### config.mk
export PLATFORM = sky130hd
export DESIGN_NAME = issue_ctrl
export DESIGN_NICKNAME = d
export VERILOG_FILES = /design/src/rtl/issue_ctrl.sv
export SDC_FILE = /design/constraint.sdc
export NUM_CORES = 1
export LEC_CHECK = 0
export BUFFER_PORTS_ARGS = -buffer_cell sky130_fd_sc_hd__buf_2
export CORE_UTILIZATION = 35
export DETAILED_ROUTE_END_ITERATION = 10
export GPL_TIMING_DRIVEN = 0
export REMOVE_ABC_BUFFERS = 1
export SKIP_CTS_REPAIR_TIMING = 1
export SYNTH_ARGS = -nofsm -noshare
export SYNTH_HDL_FRONTEND = slang
export SYNTH_SLANG_ARGS = --single-unit
### constraint.sdc
create_clock -name clk -period 3 [get_ports clk]
set_input_delay 0.15 -clock clk [delete_from_list [all_inputs] [get_ports clk]]
set_output_delay 0.15 -clock clk [all_outputs]
set_load 0.01 [all_outputs]
### src/rtl/issue_ctrl.sv
// Issue/interlock controller between decode and execute: per-register pending-write
// scoreboard, single multicycle multiplier sequencing, and decode stall generation.
module issue_ctrl #(
  parameter int NREG    = 8,
  parameter int AW      = 3,
  parameter int ALU_LAT = 2,
  parameter int MUL_LAT = 4
) (
  input  logic            clk,
  input  logic            rst_n,
  input  logic            id_valid,
  input  logic [AW-1:0]   id_rs,
  input  logic [AW-1:0]   id_rt,
  input  logic            id_uses_rt,
  input  logic [AW-1:0]   id_rd,
  input  logic            id_wen,
  input  logic            id_is_mul,
  output logic            stall,
  output logic            issue,
  output logic            mul_start,
  output logic            mul_busy,
  output logic            mul_wb,
  output logic [AW-1:0]   mul_wb_rd,
  output logic [NREG-1:0] busy_mask
);

  localparam int CW = $clog2(MUL_LAT + 1);
  localparam logic [CW-1:0] ALU_V  = CW'(ALU_LAT);
  localparam logic [CW-1:0] MUL_V  = CW'(MUL_LAT);
  localparam logic [CW-1:0] PORT_V = CW'(ALU_LAT + 1);
  localparam logic [CW-1:0] ONE_V  = CW'(1);

  typedef enum logic {
    MUL_IDLE = 1'b0,
    MUL_RUN  = 1'b1
  } mul_state_t;

  logic [CW-1:0] r_cnt [NREG];
  logic [CW-1:0] r_mul_rem;
  logic [AW-1:0] r_mul_wb_rd;

  logic [CW-1:0] w_cnt_nxt [NREG];
  logic [CW-1:0] w_mul_rem_nxt;
  logic [AW-1:0] w_mul_wb_rd_nxt;
  logic          w_raw;
  logic          w_waw;
  logic          w_struct;
  logic          w_port;
  logic          w_hazard;
  logic          w_stall;
  logic          w_issue;
  logic          w_mul_start;
  mul_state_t    w_mul_state;

  // Hazard terms; reset forces stall/issue/mul_start low regardless of state.
  always_comb begin
    w_raw       = (r_cnt[id_rs] != '0) || (id_uses_rt && (r_cnt[id_rt] != '0));
    w_waw       = id_wen && (r_cnt[id_rd] != '0);
    w_struct    = id_is_mul && (r_mul_rem > ONE_V);
    w_port      = !id_is_mul && id_wen && (r_mul_rem == PORT_V);
    w_hazard    = w_raw || w_waw || w_struct || w_port;
    w_stall     = rst_n && id_valid && w_hazard;
    w_issue     = rst_n && id_valid && !w_hazard;
    w_mul_start = w_issue && id_is_mul;
    w_mul_state = (r_mul_rem != '0) ? MUL_RUN : MUL_IDLE;
  end

  // Next-state: a fresh issue to rd takes priority over the countdown.
  always_comb begin
    w_mul_rem_nxt   = r_mul_rem;
    w_mul_wb_rd_nxt = r_mul_wb_rd;
    busy_mask       = '0;
    if (w_mul_start) begin
      w_mul_rem_nxt   = MUL_V;
      w_mul_wb_rd_nxt = id_rd;
    end else if (w_mul_state == MUL_RUN) begin
      w_mul_rem_nxt = r_mul_rem - ONE_V;
    end
    for (int i = 0; i < NREG; i++) begin
      w_cnt_nxt[i] = r_cnt[i];
      busy_mask[i] = (r_cnt[i] != '0);
      if (w_issue && id_wen && (id_rd == AW'(i))) begin
        w_cnt_nxt[i] = id_is_mul ? MUL_V : ALU_V;
      end else if (r_cnt[i] != '0) begin
        w_cnt_nxt[i] = r_cnt[i] - ONE_V;
      end
    end
  end

  always_ff @(posedge clk) begin
    if (!rst_n) begin
      for (int i = 0; i < NREG; i++) begin
        r_cnt[i] <= '0;
      end
      r_mul_rem   <= '0;
      r_mul_wb_rd <= '0;
    end else begin
      for (int i = 0; i < NREG; i++) begin
        r_cnt[i] <= w_cnt_nxt[i];
      end
      r_mul_rem   <= w_mul_rem_nxt;
      r_mul_wb_rd <= w_mul_wb_rd_nxt;
    end
  end

  assign stall     = w_stall;
  assign issue     = w_issue;
  assign mul_start = w_mul_start;
  assign mul_busy  = (w_mul_state == MUL_RUN);
  assign mul_wb    = (r_mul_rem == ONE_V);
  assign mul_wb_rd = r_mul_wb_rd;

endmodule

==> results.ini, run 1 <==
[outcome]
status=completed

[synthesis]
ys_async_sr_fraction_pct=0
synth_cell_types=49
synth_flop_cell=dfxtp_1
synth_top_area_cell=dfxtp_1
synth-seq-cells=30
synth.avg_cell_area_um2=8.08
syn-instance-count=291
ys_warn_count=0
synth.area.top_cells=dfxtp_1 (26%), ha_1 (11%), mux2i_1 (5.1%)
synth_area_um2=2350
yosys-top-cells-count=inv_1 (32), dfxtp_1 (30), ha_1 (20), nand2_1 (20), nand4_1 (14)
synthMostInstantiatedCell=inv_1
synth_top_area_share_pct=25.5
synth-edff-count=0
ys_seq_area_share_pct=25.5

[power]
powerDensity_nw_per_um2=610
vdd_drop_max_mv=0.321
power.leakage_nw=1.17

[setup_path]
cp_cell_sequence=inv_1, ha_1, o21ba_2, o21a_1, a2111oi_1, o21ai_2, a2111o_1, inv_1, buf_2
slowest_delay_ns=0.55
critPathLaunchType=flop
critPathMostFrequentCell=inv_1
critPathMaxFanout=9
slowest_stage=a2111oi_1
startpoint=r_mul_rem[1]
crit_type=reg -> out
cp.arrival_ns=2.75
end_kind=primary output
r2r_start=r_cnt[6][2]
crit_required_ns=2.85

[clock_tree]
cts.clk_slew.worst_paths_ns=0.06
htreeDepth=2
clk_path_buf_depth=2
worst_skew_pair.late_latency_ns=0.29
tritoncts=built
clock_sinks=30
cts_root_buffer=clkbuf_8
cts-buffers-inserted=5

[sta]
worstMarginPinSlew_ns=0.761
drv_slew=0
min_period_ns=2.90
relSlewSlack_pct=49.2
max_freq_mhz=345
finalCritPeriodShare_pct=96.7
setup_viol=0
hold_viol=0
skew_ns=0.00729
fin_tns_setup_ns=0

[routing]
drt_iter0_markers=82
ant_nets=0
avgViaCountPerCell=5.60
wl_per_cell_um=14.2
drt_wl_total_mm=5.56
dr.pass1.iters=4
drc_errors=0
vias=2188

[die]
io_pins=31
dieArea_um2=7050
initial_core_util_pct=36.6
die_y_um=84.0
fp-row-count=29
core_um2=6420
fp.dieW_um=84.0

[placed_design]
port_buffers=30
placed_cells=383
gp_congestion=0.830
dpl.hpwl_mm=4.11

[layout]
syn_to_final_growth_pct=12.5
nets=348
fillers=679
layout-drive-gt1-share_pct=20.4
antenna_cells=0
fin_cells=391

[global_route]
grt_max_degree=23
grt_use_total_pct=16.4
antenna_found_initial=0
grt_pass1_wl_mm=9.32
overflow=0
grt_pass1_vias=2032

[run]
maxCapViolCount=0

[hold_path]
min_from=id_rd[0]
min_path_type=in -> reg

==> per-layer routing <==
metal  wire length, um  global-route usage [%]  up-vias
met5                 0                       0        -
met4                70                    5.33        0
met2              2610                    28.1       58
li1                  -                       -     1103
met3               311                    2.97        9
met1              2570                    20.6     1018
==> cells in the final DEF (no fill, tap or decap), types with 7 or more instances in the layout <==
cell type and count:
a211oi_1 10, a21oi_1 10, buf_2 30, dfxtp_1 30
ha_1 20, inv_1 32, mux2i_1 12, nand2_1 20
nand4_1 14, nor2_1 11, nor2b_1 7, nor3_1 10
o21ai_0 11, or2_2 9, or4_1 8, xor2_1 8
==> report_power, final <==
group          leakage (nW)  total, mW  internal, mW  switching, mW
Clock                0.0482      0.340         0.185          0.155
Sequential            0.243      0.543         0.458         0.0848
Combinational         0.883      0.731         0.309          0.422
==> state kept, by name, summed over array words and instances (netlist names) <==
register   flops
mul_wb_rd      3
r_cnt         24
r_mul_rem      3
==> worst max-delay path: cells and delay by family (launching register included) <==
family                     cells  cell delay (ns)
AOI/OAI and AO/OA              5             1.65
DFF                            1             0.34
adders and majority gates      1             0.16
buffers and inverters          3             0.32
==> cells by family (layout without fill, tap and decap cells) <==
group / after synthesis / count (layout) / synth area share [%]
and+or+nand+nor: 106 / 106 / 26.7
AOI/OAI and AO/OA: 62 / 62 / 18.1
buffers and inverters: 47 / 70 / 8.20
DFF: 30 / 30 / 25.5
adders and majority gates: 20 / 20 / 10.6
muxes: 17 / 17 / 7.50
xor gates and xnor gates: 9 / 9 / 3.35
==> final cells by class <==
| type | count | area, um^2 | share of cell area, % |
|---|---|---|---|
| clock inverters | 1 | 5.00 | 0.189 |
| multi-input cells | 214 | 1590 | 60.0 |
| repair buffers | 30 | 150 | 5.68 |
| inverters | 32 | 120 | 4.54 |
| flip-flops and latches | 30 | 601 | 22.7 |
| well taps | 77 | 96.3 | 3.64 |
| clock buffers | 7 | 86.3 | 3.27 |
==> metrics by stage <==
step	area, um^2	hold WS (ns)	setup WS [ns]	total power, mW	utilization (%)
floorplan	2280	0.267	0.631	1.06	-
global placement	2520	0.443	0.129	1.25	39.3
detailed placement	2520	0.450	0.115	1.27	39.3
CTS	2620	0.195	-0.0906	1.61	40.7
global route	2640	0.214	-0.0742	1.73	41.2
finish	2640	0.198	0.100	1.61	41.2
==> final timing paths <==
kind,end,slack [ns],cells past startpoint
worst min register to register,mul_wb_rd[1],0.46,2
worst max register to register,r_cnt[6][0],0.31,6
worst min-delay path,mul_wb_rd[0],0.20,3
worst max-delay path,mul_start,0.10,9
Power figures use the tool's default switching activity.
==> run 2, diff against run 1 <==
- CORE_MARGIN: unset -> 2
==> run 2 against run 1 <==
Net effect:
- critical path depth fell by 2
- maximum frequency rose by 1.0%
- sequential cell count did not move
- highest routed layer unchanged
- combinational power rose by 1%
- largest cell class unchanged
- die area rose by 4.8%
- clock-buffer cell count did not move
- critical endpoint unchanged
- largest power group unchanged
- worst setup slack improved by 0.029 ns
==> results.ini, run 2 (synthesis gave the netlist of run 1 again) <==
[outcome]
status=completed

[placed_design]
dpl.hpwl_mm=4.19  ; +1.8%
gp_congestion=0.842  ; +1.4%
port_buffers=30  ; unchanged
place_area_um2=2520  ; unchanged

[routing]
wl_per_cell_um=14.5  ; +1.8%
drt_iter0_markers=139  ; +70%
ant_nets=0  ; unchanged
drt_wl_total_mm=5.66  ; +1.8%
drc_errors=0  ; unchanged
vias=2201  ; +0.59%
dr.pass1.iters=4  ; unchanged
avgViaCountPerCell=5.63  ; +0.59%

[layout]
layout_common_cells=inv_1 (32), buf_2 (30), dfxtp_1 (30), nand2_1 (20), ha_1 (20)
finalInstanceArea_um2=2660  ; +0.76%
final_common_cell=inv_1
largest_register_ffs=24  ; unchanged
top_register=r_cnt
nets=348  ; unchanged
antenna_cells=0  ; unchanged
syn_to_final_growth_pct=13.3
layout-drive-gt1-share_pct=20.4  ; unchanged

[setup_path]
critPathLaunchType=flop
critPathMaxFanout=9  ; unchanged
r2r_cells=6  ; unchanged
r2r_end=r_cnt[6][0]
r2r_start=r_cnt[6][0]
crit_required_ns=2.85  ; about the same
slowest_stage=o311ai_0
crit_type=reg -> out
slowest_delay_ns=0.61  ; +0.06 ns
path_buf_inv=2  ; -1
end_kind=primary output
cp.arrival_ns=2.72  ; -0.03 ns
crit_family=compound AO/OA/AOI/OAI gates
reg2reg_slack_ns=0.33  ; +0.02 ns
cp_cell_sequence=nor3_2, mux2i_1, o311ai_0, o21ai_2, a2111o_1, inv_1, buf_2

[global_route]
grt_pass1_wl_mm=9.75  ; +4.7%
grt_use_total_pct=16.2  ; -0.17 points
met2_usage_pct=26.8  ; -1.2 points
grt_max_degree=23  ; unchanged
grt_pass1_vias=2063  ; +1.5%
grt.busiest_layer=met2
met1_usage_pct=20.8  ; +0.20 points
antenna_found_initial=0  ; unchanged
use_met3_pct=4.04  ; +1.1 points
overflow=0  ; unchanged

[hold_path]
holdPathEnd=mul_wb_rd[0]
min_from=id_rd[0]
whs_path_depth=3  ; unchanged
min_path_type=in -> reg

[clock_tree]
clock_sinks=30  ; unchanged
cts.clk_slew.worst_paths_ns=0.07  ; about the same
clk_path_buf_depth=2  ; unchanged
cts_root_buffer=clkbuf_8
cts-buffers-inserted=5  ; unchanged
htreeDepth=2  ; unchanged
worst_skew_pair.late_latency_ns=0.29  ; about the same
tritoncts=built

[die]
die_y_um=86.0  ; +2.4%
dieArea_um2=7390  ; +4.8%
fp.dieW_um=86.0  ; +2.4%
fp-row-count=29  ; unchanged
core_um2=6420  ; unchanged
io_pins=31  ; unchanged
initial_core_util_pct=36.6  ; unchanged

[sta]
fin_hold_ws_ns=0.187  ; -0.0107 ns
relSlewSlack_pct=49.3  ; +0.11 points
worstMarginPinSlew_ns=0.759  ; -0.00167 ns
skew_ns=0.00718  ; -0.000111 ns
min_period_ns=2.87  ; -0.0286 ns
hold_viol=0  ; unchanged
finalCritPeriodShare_pct=95.7  ; -0.95 points
setup_viol=0  ; unchanged
drv_slew=0  ; unchanged
max_freq_mhz=348  ; +1.0%

[power]
clkPwrFrac_pct=24.2  ; +3.1 points
power.leakage_nw=1.18  ; +0.51%
pwr-share-comb_pct=43.7  ; -1.6 points
vdd_drop_max_mv=0.266  ; -17%
p_seq_share_pct=32.1  ; -1.5 points
p_sw_share_pct=39.7  ; -1.4 points
p_int_mw=1.02  ; +7.1%
switchingPower_uw=669  ; +1.1%
powerDensity_nw_per_um2=634  ; +3.8%

[run]
maxCapViolCount=0  ; unchanged

run 2: cell types whose count changed in the layout (fill, tap and decap cells not counted):
cell and delta:
a2111oi_2 +1, clkbuf_1 +1, clkinv_2 -1, bufinv_16 +1, clkbuf_8 -1, a2111oi_1 -1
run 2: worst max path at each step:
stage / startpoint / cells past startpoint / to / slack (ns)
floorplan: r_cnt[6][0] / 6 / r_cnt[0][2] / 0.63
global placement: r_cnt[2][0] / 6 / r_cnt[0][2] / 0.12
detailed placement: r_cnt[2][0] / 6 / r_cnt[0][1] / 0.12
CTS: r_cnt[0][0] / 7 / mul_start / -0.07
global route: r_cnt[0][0] / 7 / mul_start / -0.01
finish: r_cnt[0][0] / 7 / mul_start / 0.13
run 2: layout make-up:
class / count / area, um^2
multi-input cells: 214 / 1590
repair buffers: 30 / 150
clock buffers: 7 / 76.3
inverters: 32 / 120
fillers: 671 / 3760
well taps: 77 / 96.3
clock inverters: 1 / 30.0
flip-flops and latches: 30 / 601
run 2: tightest hold or removal path, cell delays in order:
cell and delay, ns:
buf_2 0.15, nand2_1 0.07, mux2i_1 0.05
run 2: per-stage QoR:
stage | utilization (%) | setup TNS, ns | std cells | setup slack, ns | power (mW)
detailed placement | 39.3 | 0 | 383 | 0.122 | 1.27
CTS | 41.0 | -0.0682 | 391 | -0.0682 | 1.68
finish | 41.5 | 0 | 391 | 0.129 | 1.69
global route | 41.5 | -0.0132 | 391 | -0.0132 | 1.81
floorplan | - | 0 | 276 | 0.631 | 1.06
global placement | 39.3 | 0 | 383 | 0.123 | 1.25
run 2: metal layers:
| metal | up-vias | routed length [um] |
|---|---|---|
| li1 | 1099 | - |
| met1 | 1041 | 2520 |
| met2 | 53 | 2750 |
| met3 | 8 | 303 |
| met4 | 0 | 85 |
| met5 | - | 0 |
run 2: power groups by stage:
stage | Combinational [mW] | Sequential (mW) | Clock (mW)
floorplan | 0.528 | 0.528 | 0
global placement | 0.707 | 0.547 | 0
detailed placement | 0.720 | 0.549 | 0
CTS | 0.726 | 0.540 | 0.415
global route | 0.824 | 0.557 | 0.431
finish | 0.738 | 0.542 | 0.408
